[config.mk]
export PLATFORM = sky130hd
export DESIGN_NAME = sr_write_sequencer
export DESIGN_NICKNAME = d
export VERILOG_FILES = /design/src/rtl/sr_write_sequencer.sv
export SDC_FILE = /design/constraint.sdc
export NUM_CORES = 1
export LEC_CHECK = 0
export CAP_MARGIN = 20
export CORE_UTILIZATION = 40
export DETAILED_ROUTE_END_ITERATION = 10
export HOLD_SLACK_MARGIN = 0.12
export PLACE_DENSITY = 0.78
export REMOVE_ABC_BUFFERS = 1
export SYNTH_ARGS = -nofsm -noshare
export SYNTH_HDL_FRONTEND = slang
export SYNTH_SLANG_ARGS = --single-unit
[constraint.sdc]
create_clock -name clk_in -period 20.5 [get_ports clk_in]
set_input_delay 4.1 -clock clk_in [delete_from_list [all_inputs] [get_ports clk_in]]
set_output_delay 4.1 -clock clk_in [all_outputs]
set_load 0.05 [all_outputs]
[src/rtl/sr_write_sequencer.sv]
// Shift-register write/readback sequencer: owns the divider counter and drives start/count/sdout/load.
// Optional readback capture of sdin into dout is enabled with `define SR_READBACK_EN.
module sr_write_sequencer #(
  parameter int WIDTH       = 170,
  parameter int CNT_WIDTH   = 8,
  parameter int DIV_WIDTH   = 6,
  parameter int COUNT_WIDTH = 64
) (
  input  logic                   clk_in,
  input  logic                   rst,
  input  logic                   req,
  input  logic [WIDTH-1:0]       din,
  input  logic [DIV_WIDTH-1:0]   div,
  output logic                   busy,
  output logic                   start,
  output logic                   start_tmp,
  output logic [CNT_WIDTH-1:0]   count,
  output logic [COUNT_WIDTH-1:0] counter,
  output logic                   sdout,
  output logic                   load,
  input  logic                   sdin,
  output logic [WIDTH-1:0]       dout,
  output logic                   done
);

  typedef enum logic [2:0] {IDLE, ARM, SHIFT, LOAD, DONE} state_t;

  localparam logic [CNT_WIDTH-1:0] CNT_LAST = CNT_WIDTH'(WIDTH + 1);
  localparam logic [CNT_WIDTH-1:0] CNT_PRE  = CNT_WIDTH'(WIDTH);

  state_t                 state, state_nxt;
  logic                   busy_nxt, start_nxt, start_tmp_nxt, sdout_nxt, load_nxt, done_nxt;
  logic [CNT_WIDTH-1:0]   count_nxt;
  logic [DIV_WIDTH-1:0]   div_q;
  logic [WIDTH-1:0]       shreg;
  logic                   capture, shift_en, tick;
  logic [COUNT_WIDTH-1:0] mask;

  // A division exponent of 0 behaves as 1, so the shortest divided period is 2 cycles.
  function automatic logic [COUNT_WIDTH-1:0] tick_mask(input logic [DIV_WIDTH-1:0] dv);
    logic [DIV_WIDTH-1:0] d;
    d = (dv == '0) ? DIV_WIDTH'(1) : dv;
    return (COUNT_WIDTH'(1) << d) - COUNT_WIDTH'(1);
  endfunction

  assign mask = tick_mask(div_q);
  assign tick = ((counter & mask) == mask);

  always_comb begin
    state_nxt     = state;
    busy_nxt      = busy;
    start_nxt     = start;
    start_tmp_nxt = start_tmp;
    count_nxt     = count;
    sdout_nxt     = sdout;
    load_nxt      = load;
    done_nxt      = 1'b0;
    capture       = 1'b0;
    shift_en      = 1'b0;
    case (state)
      IDLE: begin
        if (req) begin
          capture   = 1'b1;
          busy_nxt  = 1'b1;
          state_nxt = ARM;
        end
      end
      ARM: begin
        if (tick) begin
          start_nxt = 1'b1;
          sdout_nxt = shreg[WIDTH-1];
          state_nxt = SHIFT;
        end
      end
      SHIFT: begin
        if (tick) begin
          start_nxt     = 1'b0;
          start_tmp_nxt = start;
          count_nxt     = count + CNT_WIDTH'(1);
          sdout_nxt     = shreg[WIDTH-2];
          shift_en      = 1'b1;
          if (count == CNT_PRE) begin
            load_nxt  = 1'b1;
            state_nxt = LOAD;
          end
        end
      end
      LOAD: begin
        // Closing tick of the load period wraps up the transaction in one edge.
        if (tick) begin
          load_nxt  = 1'b0;
          done_nxt  = 1'b1;
          busy_nxt  = 1'b0;
          count_nxt = '0;
          state_nxt = DONE;
        end
      end
      DONE: begin
        state_nxt = IDLE;
      end
      default: begin
        state_nxt = IDLE;
      end
    endcase
  end

  always_ff @(posedge clk_in or posedge rst) begin
    if (rst) begin
      state     <= IDLE;
      busy      <= 1'b0;
      start     <= 1'b0;
      start_tmp <= 1'b0;
      count     <= '0;
      counter   <= '0;
      sdout     <= 1'b0;
      load      <= 1'b0;
      done      <= 1'b0;
      div_q     <= '0;
    end else begin
      state     <= state_nxt;
      busy      <= busy_nxt;
      start     <= start_nxt;
      start_tmp <= start_tmp_nxt;
      count     <= count_nxt;
      counter   <= counter + COUNT_WIDTH'(1);
      sdout     <= sdout_nxt;
      load      <= load_nxt;
      done      <= done_nxt;
      if (capture) div_q <= div;
    end
  end

  always_ff @(posedge clk_in) begin
    if (capture) shreg <= din;
    else if (shift_en) shreg <= {shreg[WIDTH-2:0], 1'b0};
  end

`ifdef SR_READBACK_EN
  logic [WIDTH-1:0] rb;

  always_ff @(posedge clk_in) begin
    if (shift_en) rb <= {rb[WIDTH-2:0], sdin};
  end

  always_ff @(posedge clk_in or posedge rst) begin
    if (rst) dout <= '0;
    else if (done_nxt) dout <= rb;
  end
`else
  logic unused_sdin;
  assign unused_sdin = sdin;
  assign dout        = '0;
`endif

endmodule
# Yosys cells after proc, flatten, opt, wreduce, memory -nomap -nowiden
# Cells that the tools add are included.
# totals
inputBits,180
out_inout_bits,248
reg_bits,257
word_cells,66
# classes
bitwise_logic,1
n_shift,1
n_reduce_logical,12
n_mux,28
addsub,3
n_eq_ne,10
# op_table
op,n
$mux W170,2
$add A64 B1 Y64 const B,1
$and A64 B64 Y64,1
$eq A64 B64 Y1,1
$shl A1 B6 Y64 const A,1
$sub A64 B2 Y64 const B,1
$mux W8,2
$pmux W8 S2,1
$mux W3,5
$mux W1,12
$pmux W3 S4,1
$ne A2 B2 Y1 const B,5
$reduce_and A3 Y1,3
$add A8 B1 Y8 const B,1
$eq A8 B8 Y1 const B,1
$pmux W1 S2,4
$reduce_bool A2 Y1,4
$eq A3 B2 Y1 const B,2
$logic_not A6 Y1,1
$mux W6,1
$reduce_and A5 Y1,1
$reduce_and A4 Y1,1
$eq A3 B1 Y1 const B,1
$logic_not A3 Y1,1
$reduce_and A2 Y1,1

# Longest topological paths before layout
# logic_depth
depth_word,10
mapped_depth,17
mapped_depth_nobuf,12

# Worst setup path after synthesis
# Ideal clock, no wire load.
# synth_path
path_type,flip-flop to flip-flop
start,reg div_q[1]
end,reg shreg[0] (enable)
slack_ns,4.404
synth_period_minus_slack_ns,16.096
setup_ns,0.935
path_buffers,3
required_time_ns,19.565
stages_incl_launch_ff,16
arrival_ns,15.162
cell_sequence,dfrtp_1 -> buf_6 -> or4_4 -> nor2_1 -> inv_1 -> ha_1 -> inv_1 -> clkbuf_1 -> a211oi_1 -> o21ai_0 -> o2111ai_1 -> a2111oi_2 -> nand3b_1 -> or2_1 -> buf_6 -> o21ai_0
# synth_between
elab_chain_len,9
# synth_rtl
element,line_no,rtl
"start, declared",34,logic [DIV_WIDTH-1:0] div_q;
"start signal, assigned",129,if (capture) div_q <= div;
$logic_not A6 Y1,42,d = (dv == '0) ? DIV_WIDTH'(1) : dv;
$mux W6 *,42,
$shl A1 B6 Y64 *,43,return (COUNT_WIDTH'(1) << d) - COUNT_WIDTH'(1);
$sub A64 B2 Y64 *,43,
$and A64 B64 Y64,47,assign tick = ((counter & mask) == mask);
$eq A64 B64 Y1 *,47,
$mux W1 *,76,if (tick) begin
$mux W1 *,60,case (state)
$reduce_bool A2 Y1 (no source line) *,-,
"end signal, assigned",134,if (capture) shreg <= din;
"end signal, assigned",135,"else if (shift_en) shreg <= {shreg[WIDTH-2:0], 1'b0};"
"end, declared",35,logic [WIDTH-1:0] shreg;
# Every way passes the cells marked *; elsewhere a longest branch is shown, timed or not.
# A chain may end at the register's enable or synchronous reset.

# Worst setup path in the final report
# layout_path
start,reg div_q[2]
end,reg shreg[19] (enable)
# Same word-level chain as after synthesis.

==> flow_summary.toml <==
[yosys]
synth_area_um2 = 14160
synth_cells = 1530
seq_area_frac_synth_pct = 51.43
synth_edf_count = 170
yosysWarnings = 0
synthArstFlopShare_pct = 33.85
synth.distinct_cells = 78
syn_area_per_cell_um2 = 9.254
ys.flop_type = "edfxtp_1"
synth_seq_cells = 257

[cts]
cts_htree_levels = 1
post_cts_resized = 0
cts.sinks = 257
cts_root_buf = "clkbuf_16"
cts.clk_slew.worst_paths_ps = 60
clk_latency_ps = 540
clockBufferDepth = 3
cts.hold.buffers_added = 0
tritoncts = "done"
post_cts_buffers = 0
cts_buffers = 28

[setup_path]
crit_buf_inv = 6
critPathLaunchType = "flip-flop"
cp_slowest_cell = "buf_4"
crit_start = "div_q[2]"
critPathMaxFanout = 81
crit_chain = "buf_4 -> or4_4 -> nor2_1 -> inv_1 -> ha_1 -> buf_4 -> inv_1 -> a211oi_1 -> o21ai_0 -> o2111ai_1 -> a2111oi_2 -> nand3b_1 -> or2_1 -> o21ai_4 -> buf_4 -> buf_4"
crit_type = "reg2reg"
reg2reg_from = "div_q[2]"
path_delay_family = "buffers and inverters"
cp_common_cell = "buf_4"
worst_ep_required_time_ps = 20650
cpPeakStageDelay_ps = 910
setup.worst_path.end_class = "flip-flop"
cp.arrival_ps = 7710

[sta]
setup_viol = 0
slew_headroom_pct = 27.94
finalCriticalPeriod_ps = 7556
slew_violations = 0
fin_crit_sh_pct = 36.86
clock_skew_ps = 13.09
fmax_mhz = 132.3
hold_viol = 0
rsz0062_at_grt = "no"
worst_pin_slew_ps = 1081

[worst_hold_path]
worstHoldStart = "counter[63]"
hold_class = "reg2reg"

[place]
dpl.hpwl_um = 25810
globalplace.congestion = 0.9237
port_buffers = 256

[route]
drc = 0
vias = 11230
antenna_left = 0
vias_per_cell = 5.048
routed_wl_um = 38010
post_drt_wl_per_cell_um = 17.09
drtIter0Drc = 899
drt_first_pass_iters = 6

[global_routing]
grt_pass1_wl_um = 57080
gr-total-overflow = 0
antenna_found_initial = 0
grt_max_degree = 105
grt_use_total_pct = 19.90
grt_pass1_vias = 10510

[final_layout]
drive_gt1_share_pct = 4.525
area_delta_synth_final_pct = 21.86
final_cell_mix = "nand2_1 (574), clkdlybuf4s50_1 (256), conb_1 (171)"
final_common_cell = "nand2_1"
fin_nets = 1931
utilization_pct = 49.70

[power_and_ir_drop]
power.density_nw_per_um2 = 69.70
p_total_mw = 1.203
ir_drop_mv = 0.05354
p_leak_nw = 7.114

[job]
drv_cap = 0

[run_status]
status = "complete, no violations"

[floorplanning]
row_count = 68
chipHeight_um = 190.1
die_area_um2 = 36150
coreArea_um2 = 34710
fp.dieW_um = 190.1
initial_core_util_pct = 40.79
ioPinCount = 428
==> Yosys cell counts (all sizes together), types with 16 or more instances <==
library cell    n  area, um2
clkbuf         48      180.2
xnor2          54      473.0
xor2           16      140.1
dfrtp          87       2177
a21oi          20      100.1
nor3           19      100.1
nand3          33      165.2
inv            19      71.31
nand4          23      158.9
o21ai          32      160.1
nand2         575       2158
nor2           44      167.7
edfxtp        170       5105
buf           201       1479
==> where the power goes <==
part           switching [mW]  total, mW  internal [mW]
Sequential            0.00177      0.551          0.549
Combinational           0.123      0.173         0.0499
Clock                   0.201      0.478          0.277
==> through the flow <==
stage / setup WS [ps] / area (um2) / instances / hold slack, ps / setup TNS (ps)
6_report: 12940 / 17250 / 2224 / 480.3 / 0
5_1_grt: 12530 / 17250 / 2223 / 489.8 / 0
4_1_cts: 12970 / 17250 / 2223 / 483.2 / 0
3_5_place_dp: 12430 / 16370 / 2172 / 468.7 / 0
3_3_place_gp: 12480 / 16370 / 2172 / 463.3 / 0
2_1_floorplan: -1068 / 13130 / 1450 / 447.1 / -181480
==> cells by family (layout without fill, tap and decap cells) <==
kind of cell	after synthesis	count (layout)	share of synthesized area (%)
simple gates	782	782	24.00
buf+inv	268	337	12.22
flops	257	257	51.43
compound gates	141	141	7.149
xor+xnor	70	70	4.330
mux	6	6	0.4595
fa+ha+maj	4	4	0.3535
other cells	2	172	0.05304
==> worst reg2reg max path: stages (launching register included) <==
cell and delay, ps:
dfrtp_1 350, buf_4 280, or4_4 670, nor2_1 250
inv_1 80, ha_1 180, buf_4 230, inv_1 460
a211oi_1 180, o21ai_0 260, o2111ai_1 170, a2111oi_2 610
nand3b_1 500, or2_1 520, o21ai_4 620, buf_4 830
buf_4 940
==> path summary, 6_finish.rpt <==
kind,end,slack (ps),cells after the start
max in group asynchronous,div_q[2],15490,3
worst min register to register,counter[63],480,1
worst max-delay path,shreg[19],12940,16
min in group asynchronous,start,3850,2
worst max register to register,shreg[19],12940,16
worst min-delay path,counter[63],480,1
==> state kept, by name (all words and copies together), names as in the netlist <==
| name | count |
|---|---|
| start_tmp | 1 |
| start | 1 |
| load | 1 |
| sdout | 1 |
| state | 3 |
| busy | 1 |
| count | 8 |
| counter | 64 |
| shreg | 170 |
| div_q | 6 |
| done | 1 |
==> routing by layer <==
layer / vias up / part of all wire (%) / track usage [%] / wire [um]
met4: 0 / 2.6 / 6.308 / 980
met5: - / 0 / 0 / 0
met1: 5308 / 41 / 26.61 / 15750
li1: 5272 / - / - / -
met3: 74 / 9.0 / 3.376 / 3402
met2: 573 / 47 / 32.82 / 17870
==> cell type report <==
type	instances	area, um2
Sequential cell	257	7282
Clock inverter	13	66.31
Clock buffer	38	814.5
Tap cell	455	569.3
Antenna cell	1	2.502
Multi-Input combinational cell	1174	5802
Timing Repair Buffer	267	2645
Fill cell	3100	17460
Inverter	19	72.57
(Power assumes the default switching activity.)
